--- src/rtl/mips_prog_loader_if.sv ---
// Host link of the program loader: program-word stream in, register-dump stream out.
// master = host side, slave = loader side.
interface mips_prog_loader_if;
    logic        in_valid;
    logic [31:0] in_data;
    logic        in_ready;
    logic        out_valid;
    logic [31:0] out_data;
    logic        out_ready;

    modport master (
        output in_valid, in_data, out_ready,
        input  in_ready, out_valid, out_data
    );

    modport slave (
        input  in_valid, in_data, out_ready,
        output in_ready, out_valid, out_data
    );
endinterface

--- src/rtl/mips_prog_loader.sv ---
// Loads a program into MIPS_32 instruction memory, runs the core until HALTED
// (or a run timeout), then streams registers R0..R(NUM_DUMP-1) back to the host.
module mips_prog_loader #(
    parameter int unsigned AW       = 10,
    parameter int unsigned NUM_DUMP = 6,
    parameter int unsigned TO_W     = 16
) (
    input  logic                clk1,
    input  logic                rst_n,
    input  logic                start,
    input  logic [AW:0]         prog_len,
    mips_prog_loader_if.slave   host,
    output logic                mem_we,
    output logic [AW-1:0]       mem_addr,
    output logic [31:0]         mem_wdata,
    output logic                cpu_start,
    input  logic                cpu_halted,
    output logic [4:0]          reg_raddr,
    input  logic [31:0]         reg_rdata,
    output logic                busy,
    output logic                done,
    output logic                timeout
);

    typedef enum logic [2:0] {
        S_IDLE,
        S_LOAD,
        S_RUN_GO,
        S_RUN_WAIT,
        S_DUMP_RD,
        S_DUMP_CAP,
        S_DUMP_OUT,
        S_DONE
    } state_t;

    localparam logic [4:0] LAST_K = 5'(NUM_DUMP - 1);

    state_t          state, nstate;
    logic [AW:0]     len_q;
    logic [AW:0]     cnt_q;
    logic [TO_W-1:0] to_q;
    logic [TO_W-1:0] to_inc;
    logic [4:0]      k_q;
    logic            out_valid_q;
    logic [31:0]     out_data_q;
    logic            timeout_q;
    logic            load_fire;
    logic            out_fire;
    logic            to_hit;

    assign to_inc         = to_q + TO_W'(1);
    assign host.out_valid = out_valid_q;
    assign host.out_data  = out_data_q;
    assign timeout        = timeout_q;

    always_comb begin
        nstate        = state;
        host.in_ready = 1'b0;
        mem_we        = 1'b0;
        mem_addr      = '0;
        mem_wdata     = '0;
        cpu_start     = 1'b0;
        reg_raddr     = '0;
        busy          = 1'b1;
        done          = 1'b0;
        load_fire     = 1'b0;
        out_fire      = 1'b0;
        to_hit        = 1'b0;
        unique case (state)
            S_IDLE: begin
                busy = 1'b0;
                if (start) nstate = (prog_len == '0) ? S_RUN_GO : S_LOAD;
            end
            S_LOAD: begin
                host.in_ready = 1'b1;
                if (host.in_valid) begin
                    load_fire = 1'b1;
                    mem_we    = 1'b1;
                    mem_addr  = cnt_q[AW-1:0];
                    mem_wdata = host.in_data;
                    if (cnt_q + (AW+1)'(1) == len_q) nstate = S_RUN_GO;
                end
            end
            S_RUN_GO: begin
                cpu_start = 1'b1;
                nstate    = S_RUN_WAIT;
            end
            S_RUN_WAIT: begin
                // halt is checked first so it wins over a simultaneous terminal count
                if (cpu_halted) begin
                    nstate = S_DUMP_RD;
                end else if (&to_inc) begin
                    to_hit = 1'b1;
                    nstate = S_DUMP_RD;
                end
            end
            S_DUMP_RD: begin
                reg_raddr = k_q;
                nstate    = S_DUMP_CAP;
            end
            S_DUMP_CAP: begin
                reg_raddr = k_q;
                nstate    = S_DUMP_OUT;
            end
            S_DUMP_OUT: begin
                reg_raddr = k_q;
                if (host.out_ready) begin
                    out_fire = 1'b1;
                    if (k_q == LAST_K) begin
                        nstate = S_DONE;
                    end else begin
                        // next read issued in the handshake cycle: one bubble per word
                        reg_raddr = k_q + 5'd1;
                        nstate    = S_DUMP_CAP;
                    end
                end
            end
            S_DONE: begin
                busy   = 1'b0;
                done   = 1'b1;
                nstate = S_IDLE;
            end
            default: nstate = S_IDLE;
        endcase
    end

    always_ff @(posedge clk1 or negedge rst_n) begin
        if (!rst_n) begin
            state       <= S_IDLE;
            len_q       <= '0;
            cnt_q       <= '0;
            to_q        <= '0;
            k_q         <= '0;
            out_valid_q <= 1'b0;
            out_data_q  <= '0;
            timeout_q   <= 1'b0;
        end else begin
            state <= nstate;

            if (state == S_IDLE && start) begin
                len_q     <= prog_len;
                cnt_q     <= '0;
                k_q       <= '0;
                timeout_q <= 1'b0;
            end

            if (load_fire) cnt_q <= cnt_q + (AW+1)'(1);

            if (state == S_RUN_GO) begin
                to_q <= '0;
            end else if (state == S_RUN_WAIT && !cpu_halted) begin
                to_q <= to_inc;
            end

            if (to_hit) timeout_q <= 1'b1;

            if (state == S_DUMP_CAP) begin
                out_valid_q <= 1'b1;
                out_data_q  <= reg_rdata;
            end else if (out_fire) begin
                out_valid_q <= 1'b0;
            end

            if (out_fire) k_q <= k_q + 5'd1;
        end
    end

endmodule

--- src/flat_wrapper.sv ---
// flat-port wrapper written by rule: the top's interface ports become plain ports
module mips_prog_loader_flat 
#(
    parameter int unsigned AW       = 10,
    parameter int unsigned NUM_DUMP = 6,
    parameter int unsigned TO_W     = 16
)
  (clk1, rst_n, start, prog_len, mem_we, mem_addr, mem_wdata, cpu_start, cpu_halted, reg_raddr, reg_rdata, busy, done, timeout, host_in_valid, host_in_data, host_out_ready, host_in_ready, host_out_valid, host_out_data);
  mips_prog_loader_if host_i ();
  input  logic clk1;
  input  logic rst_n;
  input  logic start;
  input  logic [AW:0] prog_len;
  output logic mem_we;
  output logic [AW-1:0] mem_addr;
  output logic [31:0] mem_wdata;
  output logic cpu_start;
  input  logic cpu_halted;
  output logic [4:0] reg_raddr;
  input  logic [31:0] reg_rdata;
  output logic busy;
  output logic done;
  output logic timeout;
  input wire logic [$bits(host_i.in_valid)-1:0] host_in_valid;
  input wire logic [$bits(host_i.in_data)-1:0] host_in_data;
  input wire logic [$bits(host_i.out_ready)-1:0] host_out_ready;
  output wire logic [$bits(host_i.in_ready)-1:0] host_in_ready;
  output wire logic [$bits(host_i.out_valid)-1:0] host_out_valid;
  output wire logic [$bits(host_i.out_data)-1:0] host_out_data;
  assign host_i.in_valid = host_in_valid;
  assign host_i.in_data = host_in_data;
  assign host_i.out_ready = host_out_ready;
  assign host_in_ready = host_i.in_ready;
  assign host_out_valid = host_i.out_valid;
  assign host_out_data = host_i.out_data;
  mips_prog_loader #(.AW(AW), .NUM_DUMP(NUM_DUMP), .TO_W(TO_W)) u_core (.clk1(clk1), .rst_n(rst_n), .start(start), .prog_len(prog_len), .host(host_i), .mem_we(mem_we), .mem_addr(mem_addr), .mem_wdata(mem_wdata), .cpu_start(cpu_start), .cpu_halted(cpu_halted), .reg_raddr(reg_raddr), .reg_rdata(reg_rdata), .busy(busy), .done(done), .timeout(timeout));
endmodule
--- config.mk ---
export PLATFORM = sky130hd
export DESIGN_NAME = mips_prog_loader_flat
export DESIGN_NICKNAME = d
export VERILOG_FILES = /design/src/rtl/mips_prog_loader_if.sv /design/src/rtl/mips_prog_loader.sv /design/src/flat_wrapper.sv
export SDC_FILE = /design/constraint.sdc
export NUM_CORES = 1
export LEC_CHECK = 0
export CAP_MARGIN = 20
export CORE_MARGIN = 2
export CORE_UTILIZATION = 40
export CTS_CLUSTER_SIZE = 25
export DETAILED_ROUTE_END_ITERATION = 8
export GPL_TIMING_DRIVEN = 0
export PLACE_DENSITY = 0.76
export RECOVER_POWER = 100
export REMOVE_ABC_BUFFERS = 1
export SLEW_MARGIN = 25
export SYNTH_ARGS = -nofsm -noshare
export SYNTH_HDL_FRONTEND = slang
export SYNTH_SLANG_ARGS = --single-unit
--- constraint.sdc ---
create_clock -name clk1 -period 1.81 [get_ports clk1]
set_input_delay 0.362 -clock clk1 [delete_from_list [all_inputs] [get_ports clk1]]
set_output_delay 0.362 -clock clk1 [all_outputs]
set_load 0.005 [all_outputs]
# Word-level counts from Yosys, hierarchy flattened
# Index checks and enable logic that the tools add are counted.
totals:
  reg_bits: 80
  in_bits: 81
  output_inout_bits: 86
op_classes:
  addsub: 3
  n_eq_ne: 14
  mux: 37
  n_reduce_logical: 14
op_table:
  columns: ["operator", "n"]
  rows:
  - ["$mux W32", 2]
  - ["$mux W16", 2]
  - ["$pmux W3 S8", 1]
  - ["$mux W11", 2]
  - ["$mux W10", 2]
  - ["$mux W5", 4]
  - ["$mux W3", 6]
  - ["$add A16 B1 Y16 const B", 1]
  - ["$reduce_and A16 Y1", 1]
  - ["$mux W1", 15]
  - ["$eq A3 B3 Y1 const B", 4]
  - ["$add A11 B1 Y11 const B", 1]
  - ["$eq A11 B11 Y1", 1]
  - ["$logic_not A11 Y1", 1]
  - ["$pmux W5 S2", 1]
  - ["$reduce_bool A2 Y1", 5]
  - ["$eq A3 B2 Y1 const B", 2]
  - ["$ne A2 B2 Y1 const B", 3]
  - ["$add A5 B1 Y5 const B", 1]
  - ["$eq A5 B3 Y1 const B", 1]
  - ["$reduce_and A5 Y1", 1]
  - ["$mux W2", 2]
  - ["$reduce_or A2 Y1", 2]
  - ["$eq A3 B1 Y1 const B", 1]
  - ["other kinds (5)", 6]

# Depth between registers and ports, before layout
depth:
  ltp_word: 6
  mapped_depth: 9

# Worst setup path before layout
# Ideal clock, no wire load.
synth_path:
  path_type: "reg2reg"
  start: "register u_core.to_q[0]"
  end: "register u_core.state[1]"
  setup_ns: 0.130
  t_arrival_ns: 1.877
  required_time_ns: 1.680
  path_slack_ns: -0.197
  stages_incl_launch_ff: 10
  n_path_buf: 1
  period_less_slack_ns: 2.007
  path_cell_list: "dfrtp_1 ha_1 clkbuf_2 nand3_2 or2_4 nor4b_2 a31oi_1 a211oi_1 o21a_1 a21oi_1"
synth_via:
  elab_chain_cells: 4
synth_lines:
  columns: ["element", "line", "source"]
  rows:
  - ["start, declared", "mips_prog_loader.sv:41", "logic [TO_W-1:0] to_q;"]
  - ["start signal, assigned", "mips_prog_loader.sv:152", "to_q <= to_inc;"]
  - ["$add A16 B1 Y16", "mips_prog_loader.sv:51", "assign to_inc = to_q + TO_W'(1);"]
  - ["$reduce_and A16 Y1", "mips_prog_loader.sv:92", "end else if (&to_inc) begin"]
  - ["$ne A3 B2 Y1 (no source line)", null, null]
  - ["$reduce_and A5 Y1 (no source line)", null, null]
  - ["end signal, assigned", "mips_prog_loader.sv:138", "state <= nstate;"]
  - ["end, declared", "mips_prog_loader.sv:38", "state_t state, nstate;"]
# No other way between the ends.
# A chain may end at the register's enable or synchronous reset.

# Worst setup path after layout
layout_path:
  start: "register u_core.state[2]"
  end: "output port mem_wdata[15]"
layout_via:
  elab_chain_cells: 2
layout_lines:
  columns: ["element", "line", "source"]
  rows:
  - ["$eq A3 B1 Y1", "mips_prog_loader.sv:69", "unique case (state)"]
  - ["$mux W32", "mips_prog_loader.sv:69", null]
  - ["end, declared", "flat_wrapper.sv:16", "output logic [31:0] mem_wdata;"]
# No other way between the ends.

==> key figures <==
Power and ir drop
  • IR drop worst, VDD: 0.643 mV
  • Pwr per Cell Area: 1180 nW/um^2
  • Total power: 9.20 mW
  • Static leakage: 3.46 nW

Timing
  • Skew final: 9.73 ps
  • Smallest setup slack after layout: -499 ps
  • Fin crit period: 2310 ps
  • Final max-slew violation count: 0
  • Fin Hold WS: 482 ps
  • Fin Setup TNS: -31990 ps
  • Slew @ Worst Pin: 792 ps
  • FMAX: 433 MHz
  • Final setup violation count: 107
  • Slew Limit Headroom: 47.0%
  • Tcrit/Tclk final: 128%
  • Unrepaired setup endpoints after global routing: true
  • Fin. Hold Viols: 0

Route
  • Routed wire length: 17300 microns
  • Remaining antenna violation count: 0
  • Vias: 4899
  • Initial DRT Pass Iterations: 4
  • Via density: 5.58
  • Initial DRC Count: 356
  • Routed len/inst: 19.7 microns
  • Number of remaining DRC errors: 0

CTS
  • Clk_lat worst skew: 360 ps
  • CTS tree: done
  • Num CTS Buffers: 9
  • Clock Path Buffers: 2
  • H-tree depth: 3
  • Clock Tree Root: clkbuf_8
  • Reg clk slew, reported paths: 90 ps
  • Clock sink count: 80

Placed design
  • Place WS: -1120 ps
  • Global placement routability congestion: 0.838
  • Port Buffers: 166
  • HPWL after detailed placement: 9420 microns

Hold path
  • Hold Path Class: register to register
  • Hold depth: 1
  • Worst hold path startpoint: u_core.to_q[13]$_DFFE_PN0P_
  • Worst Hold End: u_core.to_q[13]$_DFFE_PN0P_

Global route
  • Initial antenna violation count: 2
  • First-pass GRT wire length: 23000 microns
  • Largest net degree at the start of global routing: 54
  • Gr ovfl total: 0
  • Total GRT Usage: 25.0%
  • Vias in the first global route: 4532

Critical path
  • Startpoint class of the critical path: register
  • Worst R2R Setup Slack: -340 ps
  • FF-to-FF End: u_core.state[0]$_DFFE_PN0P_
  • CP Capture Type: output pin
  • WP data required: 1450 ps
  • CP Data Arrival Time: 1950 ps
  • CP Max Fanout: 3
  • R2R depth: 8
  • WS Path Type: register to output pin
  • Worst r2r src: u_core.cnt_q[1]$_DFFE_PN0P_

Floorplanning
  • I/O pins: 167
  • Row count: 38
  • Die width: 110 microns
  • Die Span Y: 110 microns
  • Initial Utilization: 41.2%
  • Core footprint: 10800 sq um
  • Die ar.: 12000 sq um

Synth
  • Cell taking the most area after synthesis: dfrtp_1
  • Mapped Cells: 488
  • Post-synth top cells: 80 x dfrtp_1, 72 x nand2_1, 53 x o21ai_0
  • Synth top area share: 44.9%
  • Post-synth EDFFs: 0
  • Seq/Total Area, Yosys: 44.9%
  • Syn Std Cell Area: 4460 sq um
  • Syn avg cell area: 9.15 sq um
  • Top post-synthesis cells by area: dfrtp_1 45%, mux2_2 8.3%, and2_1 7.1%
  • Count leader, synth: dfrtp_1
  • Ys Warns: 0
  • Flops & latches, synth: 80
  • Post-synth ARST share: 100%
  • Main flop type after synthesis: dfrtp_1
  • Synth cell types: 50

Run status
  • Status: complete, but fails checks
  • Failing checks: setup timing

Final layout
  • Share of cells above drive strength 1: 40.8%
  • Layout Utilization: 72.2%
  • Nets@finish: 817
  • P&R area growth vs syn: 75.3%
  • # fillers: 679

Run
  • Max Cap Violations: 0
[worst max-delay path, stage by stage (launching register included)]
cell and delay, ps:
dfrtp_1 450, nor2_4 140, and2_4 210, buf_12 120
nand2_8 70, buf_6 160, inv_8 50, buf_6 100
buf_6 90, and2_4 120, buf_6 80
[state kept, by name, indices dropped and copies added (netlist names)]
register and count:
u_core.host.out_data 32, u_core.len_q 11, u_core.cnt_q 11, u_core.host.out_valid 1
u_core.timeout 1, u_core.state 3, u_core.to_q 16, u_core.k_q 5
[cell usage in the layout, fill, tap and decap left out, types with 5 or more instances in the layout]
cell type / count
dfrtp_1: 70
buf_4: 40
and2_4: 40
nand4_1: 8
nor2_1: 14
o31ai_1: 6
and3_1: 7
o21ai_1: 12
nor2_4: 7
buf_2: 6
inv_8: 5
and2_1: 10
clkdlybuf4s50_1: 81
dfrtp_2: 10
nand3_1: 11
clkbuf_8: 10
xor2_1: 9
o21ai_0: 37
dlygate4sd3_1: 35
a21oi_1: 15
mux2_2: 33
nand2_1: 66
a31oi_1: 8
buf_6: 80
[worst max-delay path by stage]
stage	from	end	slack [ps]	cells after the start
global placement	rst_n	u_core.host.out_data[13]$_DFFE_PN0P_	-2470	1
detailed placement	u_core.state[1]$_DFFE_PN0P_	mem_wdata[14]	-1120	6
global route	u_core.k_q[1]$_DFFE_PN0P_	reg_raddr[0]	-590	10
finish	u_core.state[2]$_DFFE_PN0P_	mem_wdata[15]	-500	10
floorplan	u_core.state[1]$_DFFE_PN0P_	u_core.cnt_q[3]$_DFFE_PN0P_	-480	7
CTS	u_core.k_q[1]$_DFFE_PN0P_	reg_raddr[0]	-510	10
[kinds of logic (layout without fill, tap and decap cells)]
logic type                 Yosys count  in the layout  share of synthesized area [%]
AOI/OAI and AO/OA                  105            105                           13.8
buffers and inverters               37            283                           3.42
xor gates and xnor gates            15             15                           2.94
DFF                                 80             80                           44.9
muxes                               35             35                           8.77
other                                0              2                              0
and+or+nand+nor                    211            213                           24.8
adders and majority gates            5              5                           1.40
[what timing repair did]
| action | CTS | global route |
|---|---|---|
| hold buffers | 1 | 0 |
| setup endpoints to repair | 117 | 117 |
| pin swaps | 48 | 24 |
| gates resized for setup | 326 | 108 |
| setup buffers | 58 | 30 |
| hold endpoints to repair | 27 | 0 |
| gates cloned | 7 | 2 |
[layer usage]
| metal | up-vias | routed length [microns] | GRT usage (%) |
|---|---|---|---|
| met2 | 251 | 9230 | 47.6 |
| met3 | 49 | 1260 | 6.34 |
| met1 | 2396 | 6140 | 26.8 |
| met5 | - | 0 | 0 |
| met4 | 0 | 628 | 7.59 |
| li1 | 2203 | - | - |
[power by group]
group / switching (mW) / internal, mW / total, mW
sequential: 0.449 / 2.38 / 2.83
combinational: 2.14 / 2.79 / 4.94
clock: 0.737 / 0.696 / 1.43
[through the flow]
step	instance area, sq um	cells
after floorplan	4340	460
after global placement	6180	766
after detailed placement	6210	767
after CTS	7210	848
after global routing	7830	878
final	7830	878
[cell type report]
type,instances,area [sq um],share of cell area [%]
Antenna cell,2,5.00,0.0640
Clock buffer,10,138,1.76
Clock inverter,6,73.8,0.943
Inverter,9,48.8,0.624
Multi-Input combinational cell,373,2750,35.2
Sequential cell,80,2010,25.7
Tap cell,140,175,2.24
Timing Repair Buffer,252,2540,32.5
Timing Repair inverter,6,75.1,0.959
Power figures use the tool's default switching activity.
